--- src/rtl/branch_resolve_unit_pkg.sv ---
// branch_pkg: branch opcode and resolver FSM state encodings shared by the resolver and its bench
package branch_pkg;
  localparam int BRANCH_OP_W = 3;
  typedef enum logic [BRANCH_OP_W-1:0] {
    BR_NONE = 3'b000,
    BR_BEQ  = 3'b001,
    BR_BNE  = 3'b010,
    BR_LTZ  = 3'b011,
    BR_GEZ  = 3'b100,
    BR_LEZ  = 3'b101,
    BR_GTZ  = 3'b110,
    BR_RSVD = 3'b111
  } branch_op_e;
  typedef enum logic [1:0] {
    ST_IDLE     = 2'd0,
    ST_WAIT     = 2'd1,
    ST_REDIRECT = 2'd2
  } branch_state_e;
endpackage

--- src/rtl/branch_resolve_unit_if.sv ---
// branch_resolve_unit_if: ID-stage branch bus between pipeline/comparator (master) and resolver (slave)
interface branch_resolve_unit_if import branch_pkg::*; #(parameter int WIDTH = 32);
  logic                   BranchValid;
  logic [BRANCH_OP_W-1:0] BranchOp;
  logic                   OperandsReady;
  logic                   Zero;
  logic                   Sign;
  logic [WIDTH-1:0]       PCPlus4;
  logic [WIDTH-1:0]       Offset;
  logic                   BranchCtrl;
  logic                   Stall;
  logic                   Redirect;
  logic [WIDTH-1:0]       RedirectPC;
  logic                   Flush;
  logic                   Error;
  logic [31:0]            BranchCount;
  logic [31:0]            TakenCount;
  logic [31:0]            StallCycles;
  modport master (
    output BranchValid, BranchOp, OperandsReady, Zero, Sign, PCPlus4, Offset,
    input  BranchCtrl, Stall, Redirect, RedirectPC, Flush, Error, BranchCount, TakenCount, StallCycles
  );
  modport slave (
    input  BranchValid, BranchOp, OperandsReady, Zero, Sign, PCPlus4, Offset,
    output BranchCtrl, Stall, Redirect, RedirectPC, Flush, Error, BranchCount, TakenCount, StallCycles
  );
endinterface

--- src/rtl/branch_resolve_unit_cond_eval.sv ---
// branch_cond_eval: maps opcode plus comparator Zero/Sign flags to taken decision and comparator mode
module branch_cond_eval import branch_pkg::*; (
  input  logic [BRANCH_OP_W-1:0] op_i,
  input  logic                   zero_i,
  input  logic                   sign_i,
  output logic                   taken_o,
  output logic                   ctrl_o
);
  branch_op_e op;
  assign op = branch_op_e'(op_i);
  // BEQ/BNE compare A-B; the zero-relative branches compare A against zero
  always_comb begin
    ctrl_o  = op == BR_BEQ || op == BR_BNE;
    taken_o = op == BR_BEQ ? zero_i :
              op == BR_BNE ? !zero_i :
              op == BR_LTZ ? sign_i :
              op == BR_GEZ ? !sign_i :
              op == BR_LEZ ? sign_i || zero_i :
              op == BR_GTZ ? !sign_i && !zero_i : 1'b0;
  end
endmodule

--- src/rtl/branch_resolve_unit.sv ---
// branch_resolve_unit: ID-stage branch resolve, registered redirect/flush pulse, operand-wait stall; BRANCH_STATS_EN adds statistics counters
module branch_resolve_unit import branch_pkg::*; #(
  parameter int WIDTH      = 32,
  parameter int MAX_WAIT   = 3,
  parameter int WAIT_CNT_W = 2
) (
  input logic Clk,
  input logic Rst,
  branch_resolve_unit_if.slave bus
);
  localparam logic [WAIT_CNT_W-1:0] MAXW = WAIT_CNT_W'(MAX_WAIT);
  branch_state_e         state_q, state_d;
  logic [WAIT_CNT_W-1:0] cnt_q, cnt_d;
  logic [WIDTH-1:0]      rpc_q, rpc_d;
  logic                  err_q, err_d;
  logic                  taken, ctrl, active, eval, stall;
  logic [WIDTH-1:0]      target;
  branch_cond_eval u_cond (
    .op_i   (bus.BranchOp),
    .zero_i (bus.Zero),
    .sign_i (bus.Sign),
    .taken_o(taken),
    .ctrl_o (ctrl)
  );
  assign active = bus.BranchValid && bus.BranchOp != BR_NONE;
  assign target = bus.PCPlus4 + (bus.Offset << 2);
  // next state, wait counter and target capture; the REDIRECT cycle ignores the ID slot since it is being flushed
  always_comb begin
    state_d = state_q;
    cnt_d   = cnt_q;
    rpc_d   = rpc_q;
    stall   = 1'b0;
    eval    = 1'b0;
    case (state_q)
      ST_IDLE: begin
        eval    = active && bus.OperandsReady;
        stall   = active && !bus.OperandsReady;
        cnt_d   = stall ? WAIT_CNT_W'(1) : cnt_q;
        state_d = stall ? ST_WAIT : ST_IDLE;
      end
      ST_WAIT: begin
        stall   = !bus.OperandsReady;
        eval    = bus.BranchValid && bus.OperandsReady;
        cnt_d   = !bus.BranchValid || bus.OperandsReady ? '0 : cnt_q == '1 ? cnt_q : cnt_q + 1'b1;
        state_d = bus.BranchValid && !bus.OperandsReady ? ST_WAIT : ST_IDLE;
      end
      default: state_d = ST_IDLE;
    endcase
    if (eval && taken) begin
      state_d = ST_REDIRECT;
      rpc_d   = target;
    end
    err_d = err_q || cnt_d >= MAXW;
  end
  // FSM, wait counter, target and sticky error registers
  always_ff @(posedge Clk or negedge Rst) begin
    if (!Rst) begin
      state_q <= ST_IDLE;
      cnt_q   <= '0;
      rpc_q   <= '0;
      err_q   <= 1'b0;
    end else begin
      state_q <= state_d;
      cnt_q   <= cnt_d;
      rpc_q   <= rpc_d;
      err_q   <= err_d;
    end
  end
  assign bus.BranchCtrl = ctrl;
  assign bus.Stall      = stall;
  assign bus.Redirect   = state_q == ST_REDIRECT;
  assign bus.Flush      = state_q == ST_REDIRECT;
  assign bus.RedirectPC = rpc_q;
  assign bus.Error      = err_q;
`ifdef BRANCH_STATS_EN
  logic [31:0] bc_q, tc_q, sc_q;
  // free-running statistics, wrapping at 2^32
  always_ff @(posedge Clk or negedge Rst) begin
    if (!Rst) begin
      bc_q <= '0;
      tc_q <= '0;
      sc_q <= '0;
    end else begin
      bc_q <= bc_q + 32'(eval);
      tc_q <= tc_q + 32'(eval && taken);
      sc_q <= sc_q + 32'(stall);
    end
  end
  assign bus.BranchCount = bc_q;
  assign bus.TakenCount  = tc_q;
  assign bus.StallCycles = sc_q;
`else
  assign bus.BranchCount = '0;
  assign bus.TakenCount  = '0;
  assign bus.StallCycles = '0;
`endif
endmodule

--- src/flat_wrapper.sv ---
// flat-port wrapper written by rule: the top's interface ports become plain ports
module branch_resolve_unit_flat import branch_pkg::*;
#(
  parameter int WIDTH      = 32,
  parameter int MAX_WAIT   = 3,
  parameter int WAIT_CNT_W = 2
)
  (Clk, Rst, bus_BranchValid, bus_BranchOp, bus_OperandsReady, bus_Zero, bus_Sign, bus_PCPlus4, bus_Offset, bus_BranchCtrl, bus_Stall, bus_Redirect, bus_RedirectPC, bus_Flush, bus_Error, bus_BranchCount, bus_TakenCount, bus_StallCycles);
  branch_resolve_unit_if #(.WIDTH(WIDTH)) bus_i ();
  input logic Clk;
  input logic Rst;
  input wire logic [$bits(bus_i.BranchValid)-1:0] bus_BranchValid;
  input wire logic [$bits(bus_i.BranchOp)-1:0] bus_BranchOp;
  input wire logic [$bits(bus_i.OperandsReady)-1:0] bus_OperandsReady;
  input wire logic [$bits(bus_i.Zero)-1:0] bus_Zero;
  input wire logic [$bits(bus_i.Sign)-1:0] bus_Sign;
  input wire logic [$bits(bus_i.PCPlus4)-1:0] bus_PCPlus4;
  input wire logic [$bits(bus_i.Offset)-1:0] bus_Offset;
  output wire logic [$bits(bus_i.BranchCtrl)-1:0] bus_BranchCtrl;
  output wire logic [$bits(bus_i.Stall)-1:0] bus_Stall;
  output wire logic [$bits(bus_i.Redirect)-1:0] bus_Redirect;
  output wire logic [$bits(bus_i.RedirectPC)-1:0] bus_RedirectPC;
  output wire logic [$bits(bus_i.Flush)-1:0] bus_Flush;
  output wire logic [$bits(bus_i.Error)-1:0] bus_Error;
  output wire logic [$bits(bus_i.BranchCount)-1:0] bus_BranchCount;
  output wire logic [$bits(bus_i.TakenCount)-1:0] bus_TakenCount;
  output wire logic [$bits(bus_i.StallCycles)-1:0] bus_StallCycles;
  assign bus_i.BranchValid = bus_BranchValid;
  assign bus_i.BranchOp = bus_BranchOp;
  assign bus_i.OperandsReady = bus_OperandsReady;
  assign bus_i.Zero = bus_Zero;
  assign bus_i.Sign = bus_Sign;
  assign bus_i.PCPlus4 = bus_PCPlus4;
  assign bus_i.Offset = bus_Offset;
  assign bus_BranchCtrl = bus_i.BranchCtrl;
  assign bus_Stall = bus_i.Stall;
  assign bus_Redirect = bus_i.Redirect;
  assign bus_RedirectPC = bus_i.RedirectPC;
  assign bus_Flush = bus_i.Flush;
  assign bus_Error = bus_i.Error;
  assign bus_BranchCount = bus_i.BranchCount;
  assign bus_TakenCount = bus_i.TakenCount;
  assign bus_StallCycles = bus_i.StallCycles;
  branch_resolve_unit #(.WIDTH(WIDTH), .MAX_WAIT(MAX_WAIT), .WAIT_CNT_W(WAIT_CNT_W)) u_core (.Clk(Clk), .Rst(Rst), .bus(bus_i));
endmodule
--- config.mk ---
export PLATFORM = sky130hd
export DESIGN_NAME = branch_resolve_unit_flat
export DESIGN_NICKNAME = d
export VERILOG_FILES = /design/src/rtl/branch_resolve_unit_pkg.sv /design/src/rtl/branch_resolve_unit_if.sv /design/src/rtl/branch_resolve_unit_cond_eval.sv /design/src/rtl/branch_resolve_unit.sv /design/src/flat_wrapper.sv
export SDC_FILE = /design/constraint.sdc
export NUM_CORES = 1
export LEC_CHECK = 0
export BUFFER_PORTS_ARGS = -buffer_cell sky130_fd_sc_hd__buf_2
export CORE_MARGIN = 5
export CORE_UTILIZATION = 30
export CTS_BUF_LIST = sky130_fd_sc_hd__clkbuf_4 sky130_fd_sc_hd__clkbuf_8
export DETAILED_ROUTE_END_ITERATION = 10
export SLEW_MARGIN = 20
export SYNTH_ARGS = -nofsm -noshare
export SYNTH_HDL_FRONTEND = slang
export SYNTH_HIERARCHICAL = 1
export SYNTH_SLANG_ARGS = --single-unit
--- constraint.sdc ---
create_clock -name Clk -period 2.4 [get_ports Clk]
set_input_delay 0.24 -clock Clk [delete_from_list [all_inputs] [get_ports Clk]]
set_output_delay 0.24 -clock Clk [all_outputs]
set_load 0.02 [all_outputs]
==> flow_metrics.env, run 1 <==
export IMPL_status="complete, no violations"
export IMPL_synth_top_family_by_area="compound AO/OA/AOI/OAI gates"
export IMPL_finalSetupTns_ns=0
export IMPL_cp_slowest_stage_delay_ns=0.45
export IMPL_firstDrtPassIters=4
export IMPL_yosysTopAreaCell="dfrtp_1"
export IMPL_crit_top_cell="nand3_1"
export IMPL_p_leak_nw=2.33
export IMPL_synth_seq_area_share=0.225
export IMPL_synth_cells=523
export IMPL_rows=42
export IMPL_avgSynthCellArea_um2=7.85
export IMPL_critPathMaxFanout=5
export IMPL_synth_seq_cells=37
export IMPL_clockRootBuffer="clkbuf_8"
export IMPL_synthMuxAreaShare=0.0146
export IMPL_post_cts_setup_buffer_count=0
export IMPL_critPathLaunchType="input pin"
export IMPL_num_antenna_cells=0
export IMPL_cts_hold_buf=0
export IMPL_dpl_instance_area_mm2=0.00453
export IMPL_synth_simple_area_share=0.189
export IMPL_finalPower_mw=2.84
export IMPL_synth_edff_count=0
export IMPL_ios=206
export IMPL_grt_pass1_vias=3495
export IMPL_cts_tree="done"
export IMPL_synthArstFlopShare=1.00
export IMPL_nets=731
export IMPL_insertion_delay_ns=0.29
export IMPL_cp_end_kind="flop"
export IMPL_slowest_stage="a221oi_1"
export IMPL_syn_area_mm2=0.00411
export IMPL_drtIter0Drc=223
export IMPL_synth_adder_area_share=0.0932
export IMPL_cts_htree_levels=2
export IMPL_gp_congestion=0.841
export IMPL_cp_required_ns=2.58
export IMPL_maxCapViolations=0
export IMPL_max_freq_mhz=501
export IMPL_grt_pass1_wl_mm=17.3
export IMPL_worst_pin_slew_ns=0.861
export IMPL_grt_use_total=0.130
export IMPL_place_hpwl_mm=9.15
export IMPL_ys_top_cells_by_count="98 x buf_4, 70 x nand2_1, 41 x a21oi_1, 37 x dfrtp_1, 33 x o21ai_0"
export IMPL_gr_total_overflow=0
export IMPL_start_util=0.308
export IMPL_num_vias=3679
export IMPL_power_density_mw_per_mm2=613
export IMPL_synth_main_ff_cell="dfrtp_1"
export IMPL_dieArea_mm2=0.0161
export IMPL_finalInstanceArea_mm2=0.00464
export IMPL_max_slew_margin=0.426
export IMPL_vdd_drop_max_mv=0.223
export IMPL_rsz0062_at_grt="false"
export IMPL_yosysWarningCount=6
export IMPL_critical_path_cell_chain="buf_2 -> ha_1 -> a21oi_1 -> o21ai_0 -> a221oi_1 -> nand3_1 -> mux2i_1 -> nand3_1"
export IMPL_criticalPathCategory="in2reg"
export IMPL_antenna_found_initial=0
export IMPL_cts_buffers=5
export IMPL_synth_xor_xnor_area_share=0.0235
export IMPL_drc_errors=0
export IMPL_synth_top_cell_area_share=0.225
export IMPL_die_h_um=127
export IMPL_drive_above_1_share=0.235
export IMPL_detail_route_wl_per_cell_um=13.7
export IMPL_synth_compound_area_frac=0.241
export IMPL_finalSetupViolCount=0
export IMPL_syn_to_final_growth_pct=12.9
export IMPL_hp_class="in2async"
export IMPL_slew_viol_final=0
export IMPL_portBuffers=107
export IMPL_ctsResizeCount=0
export IMPL_yosys_top_cells_area="dfrtp_1 23%, buf_4 18%, ha_1 8.8%, nand2_1 6.4%, a21oi_1 5.0%"
export IMPL_cts_clk_slew_worst_paths_ns=0.08
export IMPL_synth_distinct_cells=65
export IMPL_cp_data_arrival_time_ns=2.17
export IMPL_cts_sinks=37
export IMPL_yosysMostFrequentCell="buf_4"
export IMPL_fp_dieW_um=127
export IMPL_period_minus_slack_ns=2.00
export IMPL_routed_wl_mm=11.0
export IMPL_fp_coreArea_mm2=0.0133
export IMPL_cts_buffer_depth=2
export IMPL_ant_nets=0
export IMPL_viasPerCell=4.57
export IMPL_clock_skew_ns=0.00667
export IMPL_finalCritPeriodShare=0.832
export IMPL_finalHoldViolations=0
export IMPL_grt_max_degree=53
## cell usage in the layout (no fill, tap or decap), drive strengths merged, types with 6 or more instances in the layout
master / instances
buf: 123
conb: 96
nand2: 70
a21oi: 43
o21ai: 39
dfrtp: 37
ha: 29
nor2: 28
nand4: 14
nand3: 13
nor3: 12
inv: 11
a21o: 10
xnor2: 9
and3: 8
clkbuf: 7
o31ai: 7
o21a: 6
o211ai: 6
## routing by layer
metal,up-vias,routed length [um],GRT usage
met5,-,0,0
met4,0,134,0.0303
met3,7,738,0.0200
met2,138,4930,0.207
met1,1646,5200,0.185
li1,1888,-,-
## worst max-delay path: cells and delay by family
family          cells  cell delay [ns]
compound gates      3             0.92
fa+ha+maj           1             0.35
buf+inv             1             0.11
mux                 1             0.20
simple gates        2             0.35
## cells by family (layout without fill, tap and decap cells)
group,count (synthesis),in the layout
buffers and inverters,130,141
other,1,96
AO/OA/AOI/OAI,145,145
multiplexers,5,5
XOR/XNOR,11,11
AND/OR/NAND/NOR,164,164
flip-flops,37,37
adder cells (fa/ha/maj),30,30
## report_power, final
group / total [mW] / leakage [nW] / internal (mW) / switching [mW]
clock network: 0.504 / 0.0549 / 0.265 / 0.239
registers: 0.907 / 0.463 / 0.814 / 0.0932
logic: 1.43 / 1.82 / 0.483 / 0.949
total: 2.84 / 2.33 / 1.56 / 1.28
## layout make-up
cell class,count,area [um2]
clock buffers,7,96.3
clock inverters,1,8.76
fillers,1472,8710
inverters,10,37.5
multi-input cells,451,2680
flip-flops and latches,37,926
well taps,176,220
repair buffers,123,668
## path summary, 6_finish.rpt
check / startpoint / end / slack, ns / cells past startpoint
min in group Clk: bus_PCPlus4[0] / u_core/bus.RedirectPC[0] / 0.14 / 3
max in group asynchronous: Rst / u_core/bus.RedirectPC[15] / 1.79 / 1
min reg2reg: u_core/bus.Error / u_core/bus.Error / 0.46 / 1
max: bus_PCPlus4[15] / u_core/bus.RedirectPC[30] / 0.40 / 8
max reg2reg: u_core/state_q[1] / u_core/bus.RedirectPC[31] / 0.54 / 6
min: Rst / u_core/bus.RedirectPC[11] / 0.05 / 1
## registers in the layout (all words and copies together), names as in the netlist
| name | flops |
|---|---|
| u_core/state_q | 2 |
| u_core/bus.RedirectPC | 32 |
| u_core/bus.Error | 1 |
| u_core/cnt_q | 2 |
## metrics by stage
stage / std cells / setup WS, ns / util / hold WS [ns]
6_report: 805 / 0.403 / 0.347 / 0.0504
5_1_grt: 805 / 0.249 / 0.347 / 0.138
4_1_cts: 805 / 0.422 / 0.347 / 0.0957
3_5_place_dp: 797 / 0.111 / 0.340 / 0.422
3_3_place_gp: 797 / 0.115 / 0.340 / 0.417
2_1_floorplan: 618 / 0.432 / - / -0.0556
Note: power is estimated with default switching activity, not from simulation.
==> inputs of run 2 (changes only) <==
- clock period: 2.4 -> 1.8 ns (I/O delays scaled with it)
==> run 2 against run 1 <==
  * Clock skew increased by 0.0044 ns
  * First-iteration DRC count is 24% lower
  * Cell area is 15% higher
  * Hold slack better by 0.031 ns
  * Largest cell class unchanged
  * Critical endpoint is now u_core/bus.RedirectPC[27]
  * Core utilization up 5.3 points
  * Sequential power grew 35%
==> flow_metrics.env, run 2 (synthesis gave the netlist of run 1 again) <==
export IMPL_cp_slowest_stage_delay_ns=0.51
export IMPL_pwr_share_seq=0.286
export IMPL_cp_required_ns=1.97
export IMPL_detail_route_wl_per_cell_um=13.2
export IMPL_power_frac_comb=0.504
export IMPL_critical_path_top_delay_family="compound AO/OA/AOI/OAI gates"
export IMPL_grt_pass1_vias=3760
export IMPL_finalHoldViolations=0
export IMPL_cts_buffer_depth=2
export IMPL_cp_end_kind="flop"
export IMPL_p_leak_nw=2.68
export IMPL_fp_coreArea_mm2=0.0133
export IMPL_maxCapViolations=0
export IMPL_worst_slack_ns=0.0126
export IMPL_drc_errors=0
export IMPL_critical_path_buf_inv_count=1
export IMPL_gp_congestion=0.860
export IMPL_drtIter0Drc=170
export IMPL_cts_buffers=5
export IMPL_fillers=1439
export IMPL_ant_nets=0
export IMPL_worstReg2RegEnd="u_core/bus.RedirectPC[31]"
export IMPL_finalInstanceArea_mm2=0.00535
export IMPL_drive_above_1_share=0.345
export IMPL_insertion_delay_ns=0.30
export IMPL_nets=800
export IMPL_power_density_mw_per_mm2=795
export IMPL_dieArea_mm2=0.0161
export IMPL_clock_skew_ns=0.0111
export IMPL_finalSetupTns_ns=0
export IMPL_swShare=0.422
export IMPL_critPathMaxFanout=5
export IMPL_critPathLaunchType="input pin"
export IMPL_max_freq_mhz=559
export IMPL_period_minus_slack_ns=1.79
export IMPL_ff2ff_path_depth=6
export IMPL_grt_pass1_wl_mm=18.1
export IMPL_viasPerCell=4.55
export IMPL_slowest_stage="a2111o_1"
export IMPL_reg2reg_from="u_core/state_q[1]"
export IMPL_rrSetupSlack_ns=0.12
export IMPL_num_antenna_cells=0
export IMPL_clockRootBuffer="clkbuf_8"
export IMPL_whs_path_depth=3
export IMPL_net_switching_power_mw=1.80
export IMPL_hp_class="in2reg"
export IMPL_multi_input_area_mm2=0.00283
export IMPL_vdd_drop_max_mv=0.295
export IMPL_place_hpwl_mm=9.83
export IMPL_finalCritPeriodShare=0.993
export IMPL_portBuffers=107
export IMPL_cts_sinks=37
export IMPL_ios=206
export IMPL_grt_use_total=0.135
export IMPL_clockPowerShare=0.210
export IMPL_rows=42
export IMPL_regArea_um2=926
export IMPL_cts_htree_levels=2
export IMPL_finalSetupViolCount=0
export IMPL_whs_endpoint="u_core/bus.RedirectPC[1]"
export IMPL_syn_to_final_growth_pct=30.2
export IMPL_die_h_um=127
export IMPL_dp_worst_setup_slack_ns=-0.317
export IMPL_final_common_cell="buf_2"
export IMPL_criticalPathCategory="in2reg"
export IMPL_final_cell_mix="104 x buf_2, 96 x conb_1, 85 x buf_4"
export IMPL_cts_tree="done"
export IMPL_gr_total_overflow=0
export IMPL_cts_clk_slew_worst_paths_ns=0.09
export IMPL_largest_register_ffs=32
export IMPL_whs_ns=0.0814
export IMPL_firstDrtPassIters=4
export IMPL_status="complete, no violations"
export IMPL_cp_data_arrival_time_ns=1.96
export IMPL_critical_path_cell_chain="buf_4 -> ha_4 -> a21o_1 -> nand4_4 -> a2111o_1 -> a31oi_4 -> a31o_2 -> o311ai_2"
export IMPL_grt_max_degree=25
export IMPL_start_util=0.308
export IMPL_slew_viol_final=0
export IMPL_routed_wl_mm=11.6
export IMPL_dpl_instance_area_mm2=0.00508
export IMPL_fp_dieW_um=127
export IMPL_num_vias=3973
export IMPL_worst_pin_slew_ns=0.569
export IMPL_antenna_found_initial=0
export IMPL_max_slew_margin=0.621
export IMPL_p_int_mw=2.46
export IMPL_rsz0062_at_grt="true"
export IMPL_hp_start="bus_PCPlus4[1]"
## run 2: cell count changes in the layout (fill, tap and decap cells not counted), moves of 4 or more
cell and delta:
buf_4 +70, a21oi_1 -6, a21oi_2 +6, ha_1 -6, ha_4 +4
## run 2: layer usage
metal	GRT usage	vias to the layer above	wire, um
li1	-	2031	-
met1	0.194	1796	5420
met2	0.216	140	5270
met3	0.0184	6	777
met4	0.0297	0	106
met5	0	-	0
## run 2: final cells by class
cell class | instances | area share
Inverter | 10 | 0.00702
Multi-Input combinational cell | 451 | 0.529
Clock inverter | 3 | 0.0129
Tap cell | 176 | 0.0412
Sequential cell | 37 | 0.173
Clock buffer | 5 | 0.0129
Timing Repair Buffer | 192 | 0.224
## run 2: worst max-delay path by stage
stage / cells after the start / endpoint / slack [ns] / startpoint
after floorplan: 8 / u_core/bus.RedirectPC[22] / -0.03 / bus_PCPlus4[12]
after global placement: 8 / u_core/bus.RedirectPC[24] / -0.29 / bus_PCPlus4[23]
after detailed placement: 8 / u_core/bus.RedirectPC[27] / -0.32 / bus_PCPlus4[3]
after CTS: 8 / u_core/bus.RedirectPC[27] / 0.01 / bus_PCPlus4[3]
after global routing: 10 / u_core/bus.RedirectPC[18] / -0.11 / bus_PCPlus4[2]
final: 8 / u_core/bus.RedirectPC[27] / 0.01 / bus_PCPlus4[3]
## run 2: tightest hold or removal path: stages
cell     delay [ns]
buf_2          0.07
nand2_1        0.04
nand2_1        0.05
## run 2: what timing repair did
item,4_1_cts,5_1_grt
resized for setup,0,23
setup endpoints to repair,0,14
setup buffers,0,3
hold endpoints to repair,23,0
hold buffers,1,0
## run 2: power groups by stage
stage          clock, mW  sequential (mW)  combinational (mW)
3_3_place_gp           0             1.23                2.09
2_1_floorplan          0             1.54                1.13
3_5_place_dp           0             1.24                2.10
6_report           0.892             1.22                2.14
4_1_cts            0.919             1.22                2.11
5_1_grt            0.952             1.26                2.35
## run 2: metrics by stage
| step | instances | power [mW] | utilization |
|---|---|---|---|
| floorplan | 618 | 2.67 | - |
| global placement | 862 | 3.31 | 0.381 |
| detailed placement | 862 | 3.34 | 0.381 |
| CTS | 871 | 4.24 | 0.392 |
| global route | 874 | 4.55 | 0.401 |
| finish | 874 | 4.25 | 0.401 |
